==> src/rtl/risky_memarb.sv <==
// ---------------------------------------------------------------------------
// risky_memarb
//   Memory-side responder for the core's two bus initiators, instruction
//   fetch (if_*) and load/store (ls_*). Both are arbitrated onto a single
//   single-port synchronous RAM (mem_*). stall is raised to the pipeline
//   while any request is still waiting for its ack.
//
//   Build option: RISKY_MEMARB_ALIGN_CHECK_EN
//     defined   : a granted access with addr[1:0] != 0 skips the RAM and is
//                 acked with err=1 and rdata=0; stores are dropped.
//     undefined : addr[1:0] is ignored and err is tied low.
//
// Parameters
//   ADDR_W  RAM word-address width (depth = 2**ADDR_W words)
//   DATA_W  data width
//
// Ports
//   clk, rst_n            clock (posedge), asynchronous active-low reset
//   if_req/if_addr        fetch request and byte address
//   if_ack/if_rdata       fetch ack pulse and fetched word
//   ls_req/ls_we/ls_addr/ls_wdata  load/store request, direction, address, data
//   ls_ack/ls_rdata       load/store ack pulse and loaded word
//   err                   qualifies if_ack/ls_ack: access rejected
//   stall                 a request is pending and not yet acked
//   mem_en/mem_we/mem_addr/mem_wdata  RAM strobe, write enable, word addr, data
//   mem_rdata             RAM read data, valid the cycle after mem_en
//
// Handshake: an initiator raises req and keeps req/addr/we/wdata stable
// until it sees its ack. ack is a one-cycle pulse; rdata and err are valid
// in that same cycle and rdata holds its value afterwards. The acked port's
// req is not looked at in the ack cycle, so it may drop req after that edge.
//
// FSM: IDLE -> ACCESS (mem_en high) -> RESP (ack). From RESP the other
// port is granted directly if it is requesting, giving one ack every two
// cycles under contention. The current state is visible on state_q.
// ---------------------------------------------------------------------------
module risky_memarb #(
  parameter int ADDR_W = 10,
  parameter int DATA_W = 32
) (
  input  logic              clk,
  input  logic              rst_n,
  input  logic              if_req,
  input  logic [31:0]       if_addr,
  output logic              if_ack,
  output logic [DATA_W-1:0] if_rdata,
  input  logic              ls_req,
  input  logic              ls_we,
  input  logic [31:0]       ls_addr,
  input  logic [DATA_W-1:0] ls_wdata,
  output logic              ls_ack,
  output logic [DATA_W-1:0] ls_rdata,
  output logic              err,
  output logic              stall,
  output logic              mem_en,
  output logic              mem_we,
  output logic [ADDR_W-1:0] mem_addr,
  output logic [DATA_W-1:0] mem_wdata,
  input  logic [DATA_W-1:0] mem_rdata
);

  typedef enum logic [1:0] {
    IDLE   = 2'd0,
    ACCESS = 2'd1,
    RESP   = 2'd2
  } state_t;

  state_t state_q, state_d;

  // Attributes of the access in flight, captured at grant time.
  logic              owner_ls_q;
  logic              we_q;
  logic              mis_q;
  logic [DATA_W-1:0] if_rdata_q;
  logic [DATA_W-1:0] ls_rdata_q;

  // Grant decision for the current cycle.
  logic              grant;
  logic              grant_ls;
  logic              g_we;
  logic [31:0]       g_addr;
  logic [DATA_W-1:0] g_wdata;
  logic              g_mis;

  logic resp_if;
  logic resp_ls;

  // ---------------------------------------------------------------------------
  // Next state and grant selection
  // ---------------------------------------------------------------------------
  always_comb begin
    state_d  = state_q;
    grant    = 1'b0;
    grant_ls = 1'b0;
    case (state_q)
      IDLE: begin
        // load/store has priority when both ask at once
        if (ls_req) begin
          grant    = 1'b1;
          grant_ls = 1'b1;
        end else if (if_req) begin
          grant = 1'b1;
        end
      end
      ACCESS: begin
        state_d = RESP;
      end
      RESP: begin
        // Only the other port may be granted here; the port being acked
        // still has req high this cycle and must not be served twice.
        if (owner_ls_q && if_req) begin
          grant = 1'b1;
        end else if (!owner_ls_q && ls_req) begin
          grant    = 1'b1;
          grant_ls = 1'b1;
        end
      end
      default: begin
        state_d = IDLE;
      end
    endcase
    if (state_q == IDLE || state_q == RESP) begin
      state_d = grant ? ACCESS : IDLE;
    end
  end

  assign g_we    = grant_ls & ls_we;
  assign g_addr  = grant_ls ? ls_addr : if_addr;
  assign g_wdata = grant_ls ? ls_wdata : '0;

`ifdef RISKY_MEMARB_ALIGN_CHECK_EN
  assign g_mis = (g_addr[1:0] != 2'b00);
`else
  assign g_mis = 1'b0;
`endif

  // Address bits above the RAM and (without the align check) the byte
  // offset take no part in the access.
  logic unused_addr_bits;
  assign unused_addr_bits = ^{g_addr[31:ADDR_W+2], g_addr[1:0]};

  // ---------------------------------------------------------------------------
  // State and RAM-side registers. mem_en/mem_we are registered so that an
  // asynchronous reset in the ACCESS cycle drops them at once and an
  // in-flight store never commits.
  // ---------------------------------------------------------------------------
  always_ff @(posedge clk or negedge rst_n) begin
    if (!rst_n) begin
      state_q    <= IDLE;
      owner_ls_q <= 1'b0;
      we_q       <= 1'b0;
      mis_q      <= 1'b0;
      mem_en     <= 1'b0;
      mem_we     <= 1'b0;
      mem_addr   <= '0;
      mem_wdata  <= '0;
      if_rdata_q <= '0;
      ls_rdata_q <= '0;
    end else begin
      state_q <= state_d;
      mem_en  <= grant & ~g_mis;
      mem_we  <= grant & g_we & ~g_mis;
      if (grant) begin
        owner_ls_q <= grant_ls;
        we_q       <= g_we;
        mis_q      <= g_mis;
        mem_addr   <= g_addr[ADDR_W+1:2];
        mem_wdata  <= g_wdata;
      end
      if (resp_if) begin
        if_rdata_q <= mis_q ? '0 : mem_rdata;
      end
      if (resp_ls) begin
        if (mis_q) begin
          ls_rdata_q <= '0;
        end else if (!we_q) begin
          ls_rdata_q <= mem_rdata;
        end
      end
    end
  end

  // ---------------------------------------------------------------------------
  // Responses. The RAM word is only valid during RESP, so it is passed
  // through in the ack cycle and held in the rdata register afterwards.
  // ---------------------------------------------------------------------------
  assign resp_if = (state_q == RESP) && !owner_ls_q;
  assign resp_ls = (state_q == RESP) && owner_ls_q;

  assign if_ack = resp_if;
  assign ls_ack = resp_ls;
  assign err    = (state_q == RESP) && mis_q;

  assign if_rdata = resp_if ? (mis_q ? '0 : mem_rdata) : if_rdata_q;
  assign ls_rdata = resp_ls ? (mis_q ? '0 : (we_q ? ls_rdata_q : mem_rdata))
                            : ls_rdata_q;

  assign stall = (if_req & ~if_ack) | (ls_req & ~ls_ack);

endmodule

==> config.mk <==
export PLATFORM = sky130hd
export DESIGN_NAME = risky_memarb
export DESIGN_NICKNAME = d
export VERILOG_FILES = /design/src/rtl/risky_memarb.sv
export SDC_FILE = /design/constraint.sdc
export NUM_CORES = 1
export LEC_CHECK = 0
export ABC_AREA = 1
export CAP_MARGIN = 5
export CORE_MARGIN = 2
export CORE_UTILIZATION = 41
export CTS_CLUSTER_SIZE = 12
export DETAILED_ROUTE_END_ITERATION = 8
export PLACE_DENSITY = 0.82
export SYNTH_ARGS = -nofsm -noshare
export SYNTH_HDL_FRONTEND = slang
export SYNTH_SLANG_ARGS = --single-unit
==> constraint.sdc <==
create_clock -name clk -period 1.4 [get_ports clk]
set_input_delay 0.28 -clock clk [delete_from_list [all_inputs] [get_ports clk]]
set_output_delay 0.28 -clock clk [all_outputs]
set_load 0.01 [all_outputs]
==> run_results.csv, run 1 <==
group,metric,value,unit
power_and_ir_drop,total_power,0.0204,W
power_and_ir_drop,swShare,39.6,%
power_and_ir_drop,internal_power,0.0123,W
yosys,synth_edf_count,0,
timing,maxSlewViolCount,0,
cts,cts_sinks,111,
cts,numCtsBuffers,9,
drt,routed_wl,16.4,mm
timing,hold_violations,0,
hold_path,hp-class,"in2reg",
drt,via_per_inst,5.03,
cts,cts_buffer_depth,2,
global_routing,grt-ovfl-total,0,
layout,regArea,2780,um2
timing,rsz0062_at_grt,"true",
floorplan,core,11600,um2
layout,fillers,751,
cts,htree_levels,3,
critical_path,critical_path_arrival,1780,ps
cts,cts_tree,"done",
drt,drt_iter0_markers,266,
cts,clkLatencyLatePin,350,ps
yosys,synth_seq_cells,111,
yosys,yosysTopAreaCell,"dfrtp_1",
timing,fin_ws,-661,ps
place,dpl.hpwl,9.58,mm
critical_path,crit_required,1120,ps
cts,cts-root-buf,"clkbuf_16",
floorplan,chipWidth,113,um
layout,nets,876,
flow_run,maxCapViolations,0,
yosys,postSynthAreaPerCell,10.3,um2
drt,num_vias,4480,
yosys,syn_nets,612,
power_and_ir_drop,p_per_area,2390,nW/um2
floorplan,rows,39,
yosys,synth-async-reset-ratio,100,%
drt,antenna_left,0,
drt,drc,0,
power_and_ir_drop,seqPwrFrac,28.4,%
status,status,"finished, violations left",
global_routing,grt_pass1_vias,4658,
power_and_ir_drop,power_frac_comb,59.0,%
layout,drive_gt1_share,43.6,%
yosys,synthDistinctLibCells,22,
power_and_ir_drop,p_leak,4.27,nW
global_routing,grt_usage,23.0,%
yosys,ys_top_cells_by_area,"dfrtp_1, o21ai_2, nand2_1",
yosys,syn_area,4910,um2
place,port_buffers,199,
yosys,synth_top_area_share,56.5,%
drt,drt_pass1_iterations,4,
power_and_ir_drop,p_sw,0.00807,W
yosys,ys.flop_type,"dfrtp_1",
floorplan,initial_core_util,42.5,%
critical_path,end_kind,"output port",
critical_path,critical_path_peak_fanout,8,
timing,fin_worst_skew,6.69,ps
layout,n_antenna_cell,0,
drt,wl_per_cell,18.4,um
place,gp_congestion,0.806,
floorplan,die_h,113,um
yosys,ys_seq_area_share,56.5,%
global_routing,grt_max_degree,63,
floorplan,pin_count,245,
floorplan,dieArea,12900,um2
critical_path,path_class,"reg2out",
yosys,yosysMostFrequentCell,"dfrtp_1",
layout,utilization,73.9,%
power_and_ir_drop,p_clk_share,12.6,%
yosys,synthCells,479,
timing,fmax,485,MHz
status,violations,"setup timing",
critical_path,startpoint_type,"register",
critical_path,reg2reg_setup_slack,-220,ps
power_and_ir_drop,vdd_drop_max,0.00104,V
cts,clk_pin_slew_worst_paths,70,ps
global_routing,grt_pass1_wl,23.3,mm
global_routing,grt_antenna_before_repair,0,
timing,setup_viol_count_final,134,
timing,post-route-min-period,2060,ps
timing,fin_crit_sh,147,%
layout,area_growth,74.0,%
yosys,ys_top_cells_by_count,"dfrtp_1, nand2_1, o21ai_2, inv_1, o21ai_1",
layout,multi_input_area,2190,um2
yosys,yosysWarnings,0,
==> flip-flops by register name, summed over array words and instances (netlist names) <==
register / count
mem_addr: 10
owner_ls_q: 1
if_rdata_q: 32
we_q: 1
state_q: 2
mem_wdata: 32
mem_we: 1
ls_rdata_q: 32
==> timing repair <==
| item | in CTS | in global routing |
|---|---|---|
| hold buffers | 1 | 0 |
| cloned | 7 | 4 |
| pin swaps | 5 | 8 |
| hold endpoints to repair | 111 | 0 |
| buffers inserted | 8 | 21 |
| resized for setup | 369 | 119 |
| endpoints found under the setup margin | 129 | 135 |
==> cell usage in the layout (no fill, tap or decap), drive strengths merged <==
| cell type | synthesis | routed |
|---|---|---|
| clkinv | 0 | 3 |
| nand2 | 110 | 110 |
| o21ai | 98 | 98 |
| inv | 69 | 69 |
| dlygate4sd2 | 0 | 43 |
| nor2 | 4 | 4 |
| clkdlybuf4s50 | 0 | 87 |
| clkbuf | 3 | 16 |
| o21bai | 1 | 1 |
| dfrtp | 111 | 111 |
| bufbuf | 0 | 1 |
| conb | 1 | 1 |
| dlygate4sd3 | 0 | 1 |
| bufinv | 0 | 1 |
| nand3 | 44 | 44 |
| nand4 | 10 | 10 |
| buf | 28 | 148 |
==> layout make-up <==
cell class	instances	area share [%]
clock inverters	4	0.527
inverters	69	3.12
well taps	143	2.09
repair buffers	284	33.3
flip-flops and latches	111	32.5
multi-input cells	268	25.6
clock buffers	12	2.88
==> worst max-delay path, cell delays in order (launching register included) <==
cell and delay, ps:
dfrtp_1 390, buf_6 120, nand2_4 50, nor2_4 160, nand2_8 130, buf_12 160, buf_12 140, nand2_2 60
o21ai_2 50, buf_2 150
==> power groups by stage <==
stage	Clock (W)	Combinational [W]	Sequential, W
final	0.00257	0.0120	0.00579
after detailed placement	0	0.0101	0.00556
after CTS	0.00261	0.00974	0.00557
after floorplan	0	0.00441	0.00574
after global routing	0.00276	0.0127	0.00596
after global placement	0	0.00983	0.00550
==> final timing paths <==
check | startpoint | to | depth (start not counted)
max reg2reg | owner_ls_q | ls_rdata_q[11] | 10
min reg2reg | ls_rdata_q[25] | ls_rdata_q[25] | 2
min | ls_we | mem_we | 3
min in group asynchronous | rst_n | ls_rdata_q[19] | 3
max in group asynchronous | rst_n | if_rdata_q[27] | 3
max | owner_ls_q | ls_rdata[14] | 9
==> per-stage QoR <==
| step | area (um2) | setup slack [ps] | std cells | TNS, ps | hold slack (ps) |
|---|---|---|---|---|---|
| after floorplan | 4960 | -19.1 | 479 | -392 | -15.6 |
| after global placement | 7360 | -526 | 842 | -41390 | 297 |
| after detailed placement | 7360 | -551 | 842 | -44160 | 302 |
| final | 8550 | -661 | 891 | -44450 | 457 |
| after global routing | 8550 | -739 | 891 | -53110 | 472 |
| after CTS | 7770 | -641 | 873 | -39350 | 445 |
==> per-layer routing <==
metal	GRT usage (%)	wire length [um]	vias up
met2	39.7	8500	199
met4	10.7	679	0
met5	0	0	-
li1	-	-	2051
met1	26.4	6050	2178
met3	6.80	1190	52
==> kinds of logic after synthesis <==
family	synth area share [%]
buf+inv	10.6
simple gates	17.2
other cells	0.0763
flops	56.5
compound gates	15.6
Power figures use the tool's default switching activity.
==> run 2, diff against run 1 <==
--- a/config.mk
+++ b/config.mk
@@ -7,6 +7,7 @@
 export LEC_CHECK = 0
 export ABC_AREA = 1
 export CAP_MARGIN = 5
+export CORE_ASPECT_RATIO = 1.1
 export CORE_MARGIN = 2
 export CORE_UTILIZATION = 41
 export CTS_CLUSTER_SIZE = 12
==> run_results.csv, run 2 (synthesized netlist as in run 1, its figures left out) <==
group,metric,value,unit
critical_path,reg2reg_from,"state_q[1]",
critical_path,end_kind,"output port",
cts,cts_buffer_depth,2,
drt,drc,0,
critical_path,critical_path_peak_fanout,13,
layout,largestRegisters,"if_rdata_q: 32 flops, ls_rdata_q: 32 flops, mem_wdata: 32 flops",
critical_path,cp.buffers_inverters,2,
timing,fmax,497,MHz
place,placed_cells,847,
global_routing,use_met3,5.04,%
critical_path,path_class,"reg2out",
layout,most-common-layout-cells,"dfrtp_1, clkdlybuf4s50_1, inv_1, nand2_1, o21ai_2",
critical_path,ff2ff_path_depth,8,
status,status,"finished, violations left",
floorplan,die_h,119,um
layout,area_growth,74.3,%
cts,cts-root-buf,"clkbuf_16",
critical_path,reg2reg_setup_slack,-100,ps
layout,mostFrequentLayoutCell,"dfrtp_1",
drt,routed_wl,16.3,mm
drt,drt_iter0_markers,220,
critical_path,r2r_end,"mem_wdata[26]",
drt,via_per_inst,4.99,
layout,n_antenna_cell,0,
cts,htree_levels,3,
cts,clk_pin_slew_worst_paths,70,ps
cts,clkLatencyLatePin,340,ps
status,violations,"setup timing",
layout,final_cells,898,
timing,maxSlewViolCount,0,
timing,fin_worst_skew,11.9,ps
power_and_ir_drop,vdd_drop_max,0.00125,V
drt,drt_pass1_iterations,4,
critical_path,startpoint_type,"register",
timing,setup_viol_count_final,125,
floorplan,initial_core_util,42.4,%
power_and_ir_drop,p_leak,4.28,nW
place,place_worst_setup_slack,-546,ps
power_and_ir_drop,total_power,0.0201,W
drt,antenna_left,0,
layout,fin_area,8570,um2
layout,fillers,776,
floorplan,dieArea,12900,um2
global_routing,grt-ovfl-total,0,
hold_path,hp-class,"in2async",
global_routing,grt_antenna_before_repair,0,
critical_path,critical_path_arrival,1730,ps
timing,fin_ws,-613,ps
global_routing,grt_pass1_vias,4422,
timing,hold_violations,0,
critical_path,cpPeakStageDelay,400,ps
cts,cts_tree,"done",
floorplan,rows,41,
timing,rsz0062_at_grt,"true",
critical_path,critPathTopFamily,"simple AND/OR/NAND/NOR gates",
global_routing,grt_usage,22.6,%
layout,nets,878,
floorplan,chipWidth,108,um
floorplan,pin_count,245,
global_routing,busiest_layer,"met2",
critical_path,crit_required,1120,ps
global_routing,grt_pass1_wl,22.6,mm
critical_path,crit_chain,"nand2_2 -> nor2_4 -> nand2_8 -> clkbuf_16 -> nand2_1 -> o21ai_2 -> buf_2",
layout,drive_gt1_share,44.3,%
power_and_ir_drop,p_per_area,2350,nW/um2
global_routing,grt_util_met1,27.0,%
timing,fin_crit_sh,144,%
global_routing,grt_max_degree,48,
global_routing,use_met2,38.7,%
layout,utilization,73.9,%
drt,wl_per_cell,18.1,um
place,dpl.hpwl,9.35,mm
timing,post-route-min-period,2010,ps
place,gp_congestion,0.791,
critical_path,critPathSlowestCell,"dfrtp_1",
flow_run,maxCapViolations,0,
place,placed_cell_area,7350,um2
drt,num_vias,4480,
floorplan,core,11600,um2
cts,cts_sinks,111,
cts,numCtsBuffers,9,
place,port_buffers,199,
[run 2: cell count changes in the layout (fill, tap and decap cells not counted), sizes merged]
cell      change
buf           -4
clkbuf        +3
clkinv        -2
bufbuf        +1
clkinvlp      +1
nand3         +1
[run 2: per-stage QoR]
step | hold WS (ps) | TNS [ps]
6_report | 385 | -38280
5_1_grt | 421 | -45080
4_1_cts | 381 | -34010
3_5_place_dp | 202 | -44830
3_3_place_gp | 201 | -42590
2_1_floorplan | -15.6 | -392
[run 2: cell type report]
class                      instances  area (um2)  area share (%)
multi-input combinational        269        2140            24.9
timing repair buffer             285        2920            34.0
tap                              150         188            2.19
clock inverter                     3        46.3           0.540
inverter                          69         269            3.14
clock buffer                      11         233            2.72
sequential                       111        2780            32.4
[run 2: how the worst max path moves through the flow]
stage	to	from	cells past startpoint	slack, ps
after global placement	if_rdata[28]	owner_ls_q	7	-490
after CTS	if_rdata[13]	owner_ls_q	7	-600
after global routing	ls_rdata[23]	state_q[1]	6	-660
after floorplan	if_rdata[12]	owner_ls_q	7	-20
final	ls_rdata[31]	state_q[1]	7	-610
after detailed placement	if_rdata[15]	state_q[1]	7	-550
[run 2: per-layer routing]
layer	vias to the layer above	share of wire [%]	routed length, um
li1	2063	-	-
met1	2181	37	6090
met2	193	52	8530
met3	43	6.7	1090
met4	0	3.4	555
met5	-	0	0
[run 2: repair_timing]
item | CTS | global route
setup buffers | 9 | 13
setup endpoints to repair | 146 | 119
endpoints found under the hold margin | 20 | 0
gates cloned | 8 | 9
hold buffers | 1 | 0
pin swaps | 2 | 8
resized for setup | 382 | 99
[run 2: power breakdown]
part           internal, W  switching [W]
registers          0.00481       0.000892
clock network      0.00138        0.00114
logic              0.00603        0.00589
==> run 3, diff against run 2 <==
--- a/config.mk
+++ b/config.mk
@@ -7,12 +7,14 @@
 export LEC_CHECK = 0
 export ABC_AREA = 1
 export CAP_MARGIN = 5
+export CELL_PAD_IN_SITES_DETAIL_PLACEMENT = 0
+export CELL_PAD_IN_SITES_GLOBAL_PLACEMENT = 1
 export CORE_ASPECT_RATIO = 1.1
 export CORE_MARGIN = 2
-export CORE_UTILIZATION = 41
+export CORE_UTILIZATION = 29
 export CTS_CLUSTER_SIZE = 12
 export DETAILED_ROUTE_END_ITERATION = 8
-export PLACE_DENSITY = 0.82
+export PLACE_DENSITY_LB_ADDON = 0.1
 export SYNTH_ARGS = -nofsm -noshare
 export SYNTH_HDL_FRONTEND = slang
 export SYNTH_SLANG_ARGS = --single-unit
==> run_results.csv, run 3 (synthesized netlist as in run 1, its figures left out) <==
group,metric,value,unit
status,status,"finished, violations left",
status,violations,"setup timing",
place,place_worst_setup_slack,-585,ps
global_routing,grt_pass1_vias,4250,
drt,routed_wl,15.7,mm
critical_path,critical_path_peak_fanout,5,
place,dpl.hpwl,9.36,mm
critical_path,reg2reg_from,"state_q[0]",
layout,multi_input_area,2340,um2
floorplan,initial_core_util,29.8,%
critical_path,startpoint_type,"register",
drt,antenna_left,0,
timing,fmax,495,MHz
drt,via_per_inst,4.48,
layout,nets,889,
timing,setup_tns,-42070,ps
power_and_ir_drop,vdd_drop_max,0.000786,V
timing,setup_viol_count_final,131,
floorplan,chipWidth,128,um
layout,mostFrequentLayoutCell,"dfrtp_1",
timing,fin_ws,-622,ps
drt,wl_per_cell,16.3,um
drt,drc,0,
cts,cts-root-buf,"clkbuf_16",
layout,largestRegisters,"if_rdata_q: 32 flops, ls_rdata_q: 32 flops, mem_wdata: 32 flops",
timing,fin_worst_skew,7.21,ps
timing,hold_violations,0,
critical_path,reg2reg_setup_slack,-180,ps
place,port_buffers,199,
global_routing,grt_usage,15.9,%
floorplan,core,16500,um2
timing,maxSlewViolCount,0,
layout,area_growth,85.0,%
drt,num_vias,4315,
critical_path,path_class,"reg2out",
hold_path,hp-class,"in2async",
power_and_ir_drop,p_leak,4.43,nW
power_and_ir_drop,total_power,0.0211,W
layout,fin_area,9090,um2
timing,post-route-min-period,2020,ps
critical_path,r2r_end,"mem_wdata[5]",
cts,cts_buffer_depth,2,
cts,clkLatencyLatePin,350,ps
layout,regArea,2780,um2
global_routing,grt-ovfl-total,0,
place,gp_congestion,0.786,
floorplan,die_h,141,um
timing,fin_crit_sh,144,%
critical_path,ff2ff_path_depth,8,
global_routing,grt_antenna_before_repair,0,
floorplan,rows,49,
cts,htree_levels,3,
place,placed_cell_area,7480,um2
drt,drt_pass1_iterations,4,
critical_path,critical_path_arrival,1740,ps
cts,cts_tree,"done",
floorplan,dieArea,18000,um2
cts,cts_sinks,111,
flow_run,maxCapViolations,0,
timing,rsz0062_at_grt,"true",
layout,n_antenna_cell,0,
cts,clk_pin_slew_worst_paths,70,ps
layout,fillers,1481,
power_and_ir_drop,p_per_area,2320,nW/um2
drt,drt_iter0_markers,111,
global_routing,grt_max_degree,58,
critical_path,crit_required,1120,ps
global_routing,grt_pass1_wl,22.5,mm
layout,drive_gt1_share,47.4,%
critical_path,end_kind,"output port",
layout,most-common-layout-cells,"dfrtp_1, clkdlybuf4s50_1, inv_1",
floorplan,pin_count,245,
cts,numCtsBuffers,9,
## run 3: changes by cell type in the layout (fill, tap and decap cells not counted), moves of 3 or more
cell / before / now
o21ai_4: 30 / 38
buf_4: 44 / 41
nand2_1: 66 / 54
buf_6: 44 / 65
buf_2: 38 / 27
nand2_4: 11 / 25
buf_16: 7 / 4
nand3_2: 24 / 28
nand3_1: 18 / 13
o21ai_2: 57 / 49
buf_12: 8 / 12
## run 3: metal layers
metal | share of wire [%] | track usage (%) | vias to the layer above
met5 | 0 | 0 | -
met4 | 2.6 | 7.06 | 0
met3 | 6.5 | 4.70 | 24
met2 | 49 | 25.6 | 142
met1 | 42 | 19.9 | 2061
li1 | - | - | 2088
## run 3: what timing repair did
action	4_1_cts	5_1_grt
setup endpoints to repair	122	122
pin swaps	3	9
gates resized for setup	383	167
cloned	7	13
hold buffers	1	0
buffers inserted	10	12
endpoints found under the hold margin	111	0
## run 3: worst max-delay path, stage by stage (launching register included)
cell	delay, ps
dfrtp_1	400
nand2_2	100
nor2_4	160
buf_6	130
nand2_8	90
clkbuf_16	210
o21ai_2	130
buf_2	170
## run 3: metrics by stage
step                      hold slack [ps]  util [%]  instances
after floorplan                     -15.6         -        479
after global placement                311      45.4        911
after detailed placement              312      45.4        911
after CTS                             452      48.7        943
after global routing                  458      55.1        964
final                                 465      55.1        964
## run 3: power by group
group	total, W	switching, W	internal (W)
Sequential	0.00571	0.000899	0.00481
Combinational	0.0126	0.00595	0.00669
Clock	0.00278	0.00117	0.00161
## run 3: how the worst max path moves through the flow
stage / cells after the start / slack (ps) / end / start
finish: 7 / -620 / ls_rdata[13] / state_q[1]
global route: 7 / -700 / ls_rdata[13] / state_q[1]
floorplan: 7 / -20 / if_rdata[12] / owner_ls_q
CTS: 8 / -610 / if_rdata[10] / owner_ls_q
detailed placement: 8 / -580 / if_rdata[21] / owner_ls_q
global placement: 7 / -550 / if_rdata[21] / state_q[1]
## run 3: area by class of cell
type                       count  area share [%]
clock buffer                  12            2.71
clock inverter                 3           0.743
inverter                      69            3.07
multi-input combinational    270            25.8
sequential                   111            30.6
tap                          204            2.81
timing repair buffer         295            34.4
